File: config.mk
export PLATFORM = sky130hd
export DESIGN_NAME = pht_ctrl
export DESIGN_NICKNAME = d
export VERILOG_FILES = /design/src/rtl/pht_pkg.sv /design/src/rtl/pht_sat2.sv /design/src/rtl/pht_ctrl.sv
export SDC_FILE = /design/constraint.sdc
export NUM_CORES = 1
export LEC_CHECK = 0
export ABC_AREA = 1
export ABC_CLOCK_PERIOD_IN_PS = 5100
export CORE_AREA = 2 2 116 174
export CTS_BUF_LIST = sky130_fd_sc_hd__clkbuf_8
export DETAILED_ROUTE_END_ITERATION = 8
export DIE_AREA = 0 0 118 176
export GPL_ROUTABILITY_DRIVEN = 0
export PLACE_DENSITY = 0.7
export SETUP_SLACK_MARGIN = 0.1
export SLEW_MARGIN = 20
export SYNTH_ARGS = -nofsm -noshare
export SYNTH_HDL_FRONTEND = slang
export SYNTH_SLANG_ARGS = --single-unit
File: constraint.sdc
create_clock -name clk -period 5.1 [get_ports clk]
set_clock_uncertainty 0.05 [all_clocks]
set_input_delay 0.765 -clock clk [delete_from_list [all_inputs] [get_ports clk]]
set_output_delay 0.765 -clock clk [all_outputs]
set_load 0.1 [all_outputs]
File: src/rtl/pht_pkg.sv
// Shared encodings for the branch pattern history table controller:
// 2-bit counter states, controller FSM states and the branch opcode.
package pht_pkg;

  localparam logic [1:0] SNT = 2'b00;
  localparam logic [1:0] WNT = 2'b01;
  localparam logic [1:0] WT  = 2'b10;
  localparam logic [1:0] ST  = 2'b11;

  localparam logic [6:0] OPC_BRANCH = 7'b1100011;

  typedef enum logic {
    INIT,
    RUN
  } pht_state_e;

endpackage

File: src/rtl/pht_sat2.sv
// 2-bit saturating counter next-state: taken counts up to ST, not-taken
// counts down to SNT.
module pht_sat2
  import pht_pkg::*;
(
  input  logic [1:0] cur_i,
  input  logic       taken_i,
  output logic [1:0] next_o
);

  always_comb begin
    next_o = cur_i;
    if (taken_i) begin
      if (cur_i != ST) next_o = cur_i + 2'd1;
    end else begin
      if (cur_i != SNT) next_o = cur_i - 2'd1;
    end
  end

endmodule

File: src/rtl/pht_ctrl.sv
// Pattern history table controller: gshare lookup for IF, resolution-time
// counter/history update from ID, post-reset init sweep and branch statistics.
module pht_ctrl
  import pht_pkg::*;
#(
  parameter int         IDX_W      = 6,
  parameter int         GHR_W      = 4,
  parameter logic [1:0] INIT_STATE = 2'b01,
  parameter int         STAT_W     = 16
) (
  input  logic                                clk,
  input  logic                                rst,
  input  logic                                CE,
  input  logic [31:0]                         lookup_pc,
  output logic [1:0]                          pht_out,
  output logic [IDX_W-1:0]                    lookup_idx,
  input  logic                                upd_valid,
  input  logic [IDX_W-1:0]                    upd_idx,
  input  logic                                upd_taken,
  input  logic                                upd_mispredict,
  output logic                                init_busy,
  output logic [((GHR_W > 0) ? GHR_W : 1)-1:0] ghr_out,
  output logic [STAT_W-1:0]                   br_cnt,
  output logic [STAT_W-1:0]                   mis_cnt,
  input  logic                                stat_clr
);

  localparam int DEPTH = 1 << IDX_W;
  localparam int GW    = (GHR_W > 0) ? GHR_W : 1;

  pht_state_e        state_q;
  logic [IDX_W-1:0]  ptr_q;
  logic              busy_q;
  logic [GW-1:0]     ghr_q;
  logic [GW-1:0]     ghr_d;
  logic [STAT_W-1:0] br_q;
  logic [STAT_W-1:0] mis_q;

  logic [1:0]        pht_mem [DEPTH];
  logic [IDX_W-1:0]  ghr_ext;
  logic [1:0]        upd_cur;
  logic [1:0]        upd_next;
  logic              upd_en;
  logic              unused_pc_bits;

  assign unused_pc_bits = ^{lookup_pc[31:IDX_W+2], lookup_pc[1:0]};

  assign upd_en = (state_q == RUN) && CE && upd_valid;

  // History shifts in the resolved outcome; with no history it stays zero.
  generate
    if (GHR_W == 0) begin : g_no_ghr
      assign ghr_d = '0;
    end else if (GHR_W == 1) begin : g_ghr1
      assign ghr_d = upd_taken;
    end else begin : g_ghrn
      assign ghr_d = {ghr_q[GW-2:0], upd_taken};
    end
  endgenerate

  always_comb begin
    ghr_ext         = '0;
    ghr_ext[GW-1:0] = ghr_q;
  end

  assign lookup_idx = lookup_pc[IDX_W+1:2] ^ ghr_ext;

  assign upd_cur = pht_mem[upd_idx];

  pht_sat2 u_sat (
    .cur_i   (upd_cur),
    .taken_i (upd_taken),
    .next_o  (upd_next)
  );

  // A lookup hitting the entry being written this edge sees the new value.
  always_comb begin
    pht_out = pht_mem[lookup_idx];
    if (state_q == INIT) begin
      pht_out = INIT_STATE;
    end else if (upd_en && (upd_idx == lookup_idx)) begin
      pht_out = upd_next;
    end
  end

  always_ff @(posedge clk) begin
    if (state_q == INIT) begin
      pht_mem[ptr_q] <= INIT_STATE;
    end else if (upd_en) begin
      pht_mem[upd_idx] <= upd_next;
    end
  end

  always_ff @(posedge clk or negedge rst) begin
    if (!rst) begin
      state_q <= INIT;
      ptr_q   <= '0;
      busy_q  <= 1'b1;
      ghr_q   <= '0;
      br_q    <= '0;
      mis_q   <= '0;
    end else begin
      case (state_q)
        INIT: begin
          ptr_q <= ptr_q + IDX_W'(1);
          if (ptr_q == IDX_W'(DEPTH - 1)) begin
            state_q <= RUN;
            busy_q  <= 1'b0;
          end
        end
        RUN: begin
          if (upd_en) ghr_q <= ghr_d;
        end
        default: state_q <= INIT;
      endcase

      // Clear takes priority over an increment in the same cycle.
      if (stat_clr) begin
        br_q  <= '0;
        mis_q <= '0;
      end else if (upd_en) begin
        if (br_q != {STAT_W{1'b1}}) br_q <= br_q + STAT_W'(1);
        if (upd_mispredict && (mis_q != {STAT_W{1'b1}})) mis_q <= mis_q + STAT_W'(1);
      end
    end
  end

  assign init_busy = busy_q;
  assign ghr_out   = ghr_q;
  assign br_cnt    = br_q;
  assign mis_cnt   = mis_q;

endmodule

Word-level counts from Yosys, hierarchy flattened
Memory sizes are Yosys's and may differ from the RTL's.
Index checks and enable logic that the tools add are counted.
W data, S select, Z words.
{ "classes": {"add_sub_neg": 5, "n_reduce_logical": 13, "div": 0, "n_bitwise": 2, "mux": 20, "shifts": 0, "order_cmp": 0, "n_mul": 0, "eq_ne": 5} }
{ "ops": {"columns": ["op", "count"], "rows": [
  ["$mux W16", 6],
  ["$add A16 B1 Y16 const B", 2],
  ["$ne A16 B16 Y1 const B", 2],
  ["$mux W2", 6],
  ["$reduce_and A2 Y1", 4],
  ["$reduce_bool A2 Y1", 4],
  ["$mux W1", 7],
  ["$add A6 B1 Y6 const B", 1],
  ["$eq A6 B6 Y1", 1],
  ["$eq A6 B6 Y1 const B", 1],
  ["$mux W6", 1],
  ["$xor A6 B4 Y6", 1],
  ["$logic_and A1 B1 Y1", 4],
  ["$add A2 B1 Y2 const B", 1],
  ["$ne A2 B2 Y1 const B", 1],
  ["$reduce_or A2 Y1", 1],
  ["$sub A2 B1 Y2 const B", 1],
  ["$not A1 Y1", 1]
]} }
{ "totals": {"ff_bits": 44, "mem_bits_ro": 0, "latchBits": 0, "ramBits": 128, "n_memories": 1} }
{ "memory_table": {"columns": ["memory", "words", "word_bits", "rd", "rd_clocked_by_memory_dff", "wr", "line_no", "rtl"], "rows": [
  ["pht_mem", 64, 2, 2, 0, 1, "pht_ctrl.sv:39", "logic [1:0] pht_mem [DEPTH];"]
]} }

Logic depth before layout (Yosys ltp)
{ "logic_depth": {"word_depth": 7, "ltp_mapped": 16, "depth_no_buf": 14} }

By module
Synthesis repeated with hierarchy kept, for this count alone.
{ "unflattened": {"hier_cells": 1110, "hier_area_um2": 9380.2} }
{ "by_module_without_submodules": {"columns": ["mod", "area_per_inst_um2", "seq_area_each_um2", "n_inst", "cells_per_inst"], "rows": [
  ["pht_ctrl", 9355.2, 4946.0, 1, 1104],
  ["pht_sat2", 25.0, 0.0, 1, 6]
]} }

Least setup slack after synthesis
OpenSTA, ideal clock, no wires.
{ "synth_path": {"path_kind": "register to output", "startpoint": "register ghr_q[3], in the netlist ghr_out[3]", "endpoint": "output port pht_out[1]", "slack_ns": 0.318, "n_path_buf": 0, "path_stages_with_launch": 11, "t_required_ns": 4.285, "t_arrival_ns": 3.967, "cell_sequence": "dfrtp_1 -> or2_2 -> nand2_2 -> clkinv_1 -> nand3_1 -> nand3_1 -> nand3_1 -> nand2_1 -> nand2_1 -> nand2_1 -> nor2_1"} }
{ "synth_between": {"elab_chain_cells": 5, "word_cells_on_any_way": 6} }
{ "synth_lines": {"columns": ["element", "line_no", "rtl"], "rows": [
  ["start: declaration", "pht_ctrl.sv:34", "logic [GW-1:0] ghr_q;"],
  ["start signal: assignment", "pht_ctrl.sv:112", "if (upd_en) ghr_q <= ghr_d;"],
  ["$xor A6 B4 Y6 (*)", "pht_ctrl.sv:66", "assign lookup_idx = lookup_pc[IDX_W+1:2] ^ ghr_ext;"],
  ["net lookup_idx[3]", "pht_ctrl.sv:16", "output logic [IDX_W-1:0] lookup_idx,"],
  ["branches (longest 2 deep; another with $mem_v2 Z64 W2)", null, null],
  ["$mux W2 (*)", "pht_ctrl.sv:81", "end else if (upd_en && (upd_idx == lookup_idx)) begin"],
  ["$mux W2 (*)", "pht_ctrl.sv:79", "if (state_q == INIT) begin"],
  ["end: declaration", "pht_ctrl.sv:15", "output logic [1:0] pht_out,"]
]} }
Mark *: on every way through the listed nets, which the timed path passes.

Final worst setup path
{ "layout_path": {"startpoint": "input port lookup_pc[2]", "endpoint": "output port pht_out[1]"} }
{ "layout_between": {"elab_chain_cells": 5, "word_cells_on_any_way": 6} }
{ "layout_lines": {"columns": ["element", "line_no", "rtl"], "rows": [
  ["start: declaration", "pht_ctrl.sv:14", "input logic [31:0] lookup_pc,"],
  ["$xor A6 B4 Y6 (*)", "pht_ctrl.sv:66", null],
  ["branches (longest 2 deep; another with $mem_v2 Z64 W2)", null, null],
  ["$mux W2 (*)", "pht_ctrl.sv:81", null],
  ["$mux W2 (*)", "pht_ctrl.sv:79", null]
]} }
Mark *: on every way between the ends.

==> run metrics <==
die width 118 µm; Async S/R FF share, synth 25.6%; Max Freq 0.239 GHz; grt total ovfl 0; Via density 5.66; RSZ-0062 raised after global routing false; FF-to-FF setup slack 1.69 ns; core area 19200 µm²; maxcap violations 0; via count of the first global-routing pass 8094; count of cell types in the netlist 38; synth warn 0; first-pass GRT wire length 40.9 mm; P&R area growth vs syn 13.3%; actual slew at the worst max-slew pin 1.01 ns; worst skew pair latency 0.45 ns; worst path required time 4.28 ns; ANT nets after route 0; worst-path maximum fanout 38; CTS resizes 0; Final Critical Period 4.19 ns; GRT Util Overall 25.2%; Nets 1241; top-count cell post-synth nand2_1; Synth top cells by count nand2_1, nand3_1, edfxtp_1; Top FF cell, synth edfxtp_1; initial antenna violation count 0; #FFs+latches synth 172; endpoint class of the critical path output pin; die span in y 176 µm; H-Tree Depth 4; DRC viols 0; Clock Path Buffers 2; IO Port Bufs 63; area leader, netlist edfxtp_1; fin. max-slew vios 0; Leak Pwr 0.00425 µW; Syn Nets 1198; diode count 0; number of synthesized flops with an enable pin 128; clk root buf clkbuf_8; total CTS buffers 17; Tot Pwr 2800 µW; Hold Path Class in2async; Setup Fix Bufs, Post-CTS 0; die area 20800 µm²; setup_tns 0 ns; power per cell area 262 nW/µm²; VDD IR max 170 µV; syn_area_per_cell 8.19 µm²; Initial Util 49.1%; share of the synthesized area in the top cell type 40.8%; TritonCTS clock tree yes; WL final 25.3 mm; largest net degree at the start of global routing 68; CTS Hold Bufs 0; Setup violations, final 0; IO Pins 90; row cnt 62; TritonCTS sink count 172; fillcell total 1771; period utilisation layout 82.2%; Seq/Total Area, Yosys 52.5%; clock-pin slew on the worst setup and hold paths 0.09 ns; Worst setup SP type input pin; Final Hold Viols 0; vias post-DR 8279; synthesized area 9410 µm²; DRT Pass-1 Iters 9; share of layout cells above drive strength 1 6.88%; top cells by area, synth edfxtp_1, nand2_1, nand3_1; WL/cell 17.3 µm; post-DP HPWL 17.1 mm; status complete, no violations; Syn Inst Count 1150; Critical Path AT 3.38 ns; max_slew headroom 32.4%; Initial DRC Count 754; Crit Path Category in2out
[state kept, by name (all words and copies together) (netlist names)]
signal	cells
br_cnt	16
ghr_out	4
mis_cnt	16
pht_mem	128
ptr_q	6
init_busy	1
state_q	1
[placed cells by master, fill, tap and decap left out, types with 2 or more instances in the layout]
| cell type | n |
|---|---|
| nand2_1 | 365 |
| nand3_1 | 234 |
| edfxtp_1 | 128 |
| nor2_1 | 86 |
| inv_1 | 84 |
| clkdlybuf4s50_1 | 57 |
| dfrtp_1 | 43 |
| o21ai_0 | 30 |
| a21oi_1 | 23 |
| clkbuf_8 | 17 |
| o211ai_1 | 14 |
| buf_4 | 13 |
| nor3_1 | 11 |
| nor4_1 | 10 |
| nand4_1 | 9 |
| xor2_1 | 8 |
| inv_2 | 7 |
| buf_12 | 6 |
| nand2_2 | 5 |
| o31ai_1 | 4 |
| xnor2_1 | 4 |
| or2_2 | 4 |
| clkinv_4 | 4 |
| nor2_2 | 3 |
| clkinv_1 | 3 |
| o21ai_1 | 3 |
| nand3_2 | 3 |
| o21ai_2 | 3 |
| ha_1 | 3 |
| bufinv_16 | 3 |
| clkinv_2 | 3 |
| nor3_2 | 2 |
| xnor2_4 | 2 |
| inv_4 | 2 |
[per-stage QoR]
step | area, µm² | utilization, % | hold slack (ns) | cells | setup slack [ns]
6_report | 10700 | 55.7 | 0.245 | 1462 | 0.910
4_1_cts | 10700 | 55.7 | 0.425 | 1462 | 0.900
5_1_grt | 10700 | 55.7 | 0.277 | 1462 | 0.710
2_1_floorplan | 9410 | - | 0.419 | 1150 | 0.318
3_5_place_dp | 10300 | 53.5 | 0.408 | 1430 | 0.901
3_3_place_gp | 10300 | 53.5 | 0.407 | 1430 | 0.924
[critical path, cell delays in order]
cell,delay [ns]
clkdlybuf4s50_1,0.44
inv_1,0.08
nand2_1,0.06
nand2_2,0.50
buf_12,0.29
nand2_1,0.07
nand3_1,0.09
nand3_1,0.10
nand3_1,0.18
nand3_1,0.10
nand3_1,0.07
nand2_1,0.05
nand2_1,0.05
nand2_1,0.05
nor2_1,0.25
buf_12,0.21
[final cells by class]
class	instances	area, µm²	share of cell area, %
multi-input cells	832	3850	36.1
clock inverters	15	173	1.62
well taps	256	320	3.00
repair buffers	77	793	7.44
inverters	93	349	3.27
flip-flops and latches	172	4950	46.4
clock buffers	17	234	2.19
[power breakdown]
part	internal, µW	switching (µW)	total, µW	leakage (µW)
combinational	95.3	235	331	0.00255
clock	484	488	972	0.000212
sequential	1490	4.44	1500	0.00149
total	2070	727	2800	0.00425
[kinds of logic (layout without fill, tap and decap cells)]
logic type	Yosys count	count (layout)	share of synthesized area (%)
DFF	172	172	52.5
AOI/OAI and AO/OA	78	78	4.77
adders and majority gates	3	3	0.399
xor gates and xnor gates	14	14	1.58
buffers and inverters	146	202	6.82
and+or+nand+nor	737	737	33.9
[routing by layer]
| layer | wire (µm) | part of all wire [%] | track usage (%) | vias to the layer above |
|---|---|---|---|---|
| li1 | - | - | - | 3945 |
| met1 | 9490 | 38 | 29.3 | 3849 |
| met2 | 12700 | 50 | 43.6 | 403 |
| met3 | 1980 | 7.8 | 4.46 | 82 |
| met4 | 1170 | 4.6 | 15.1 | 0 |
| met5 | 0 | 0 | 0 | - |
[worst paths after layout]
path                            depth (start not counted)              to    startpoint
worst max-delay path                                   16      pht_out[1]  lookup_pc[2]
worst min-delay path                                    1      mis_cnt[4]           rst
worst max register to register                          7  pht_mem[31][0]       state_q
worst min register to register                          2       init_busy     init_busy
max in group asynchronous                               1       br_cnt[0]           rst
min in group clk                                        2       init_busy     init_busy
Note: power is estimated with default switching activity, not from simulation.
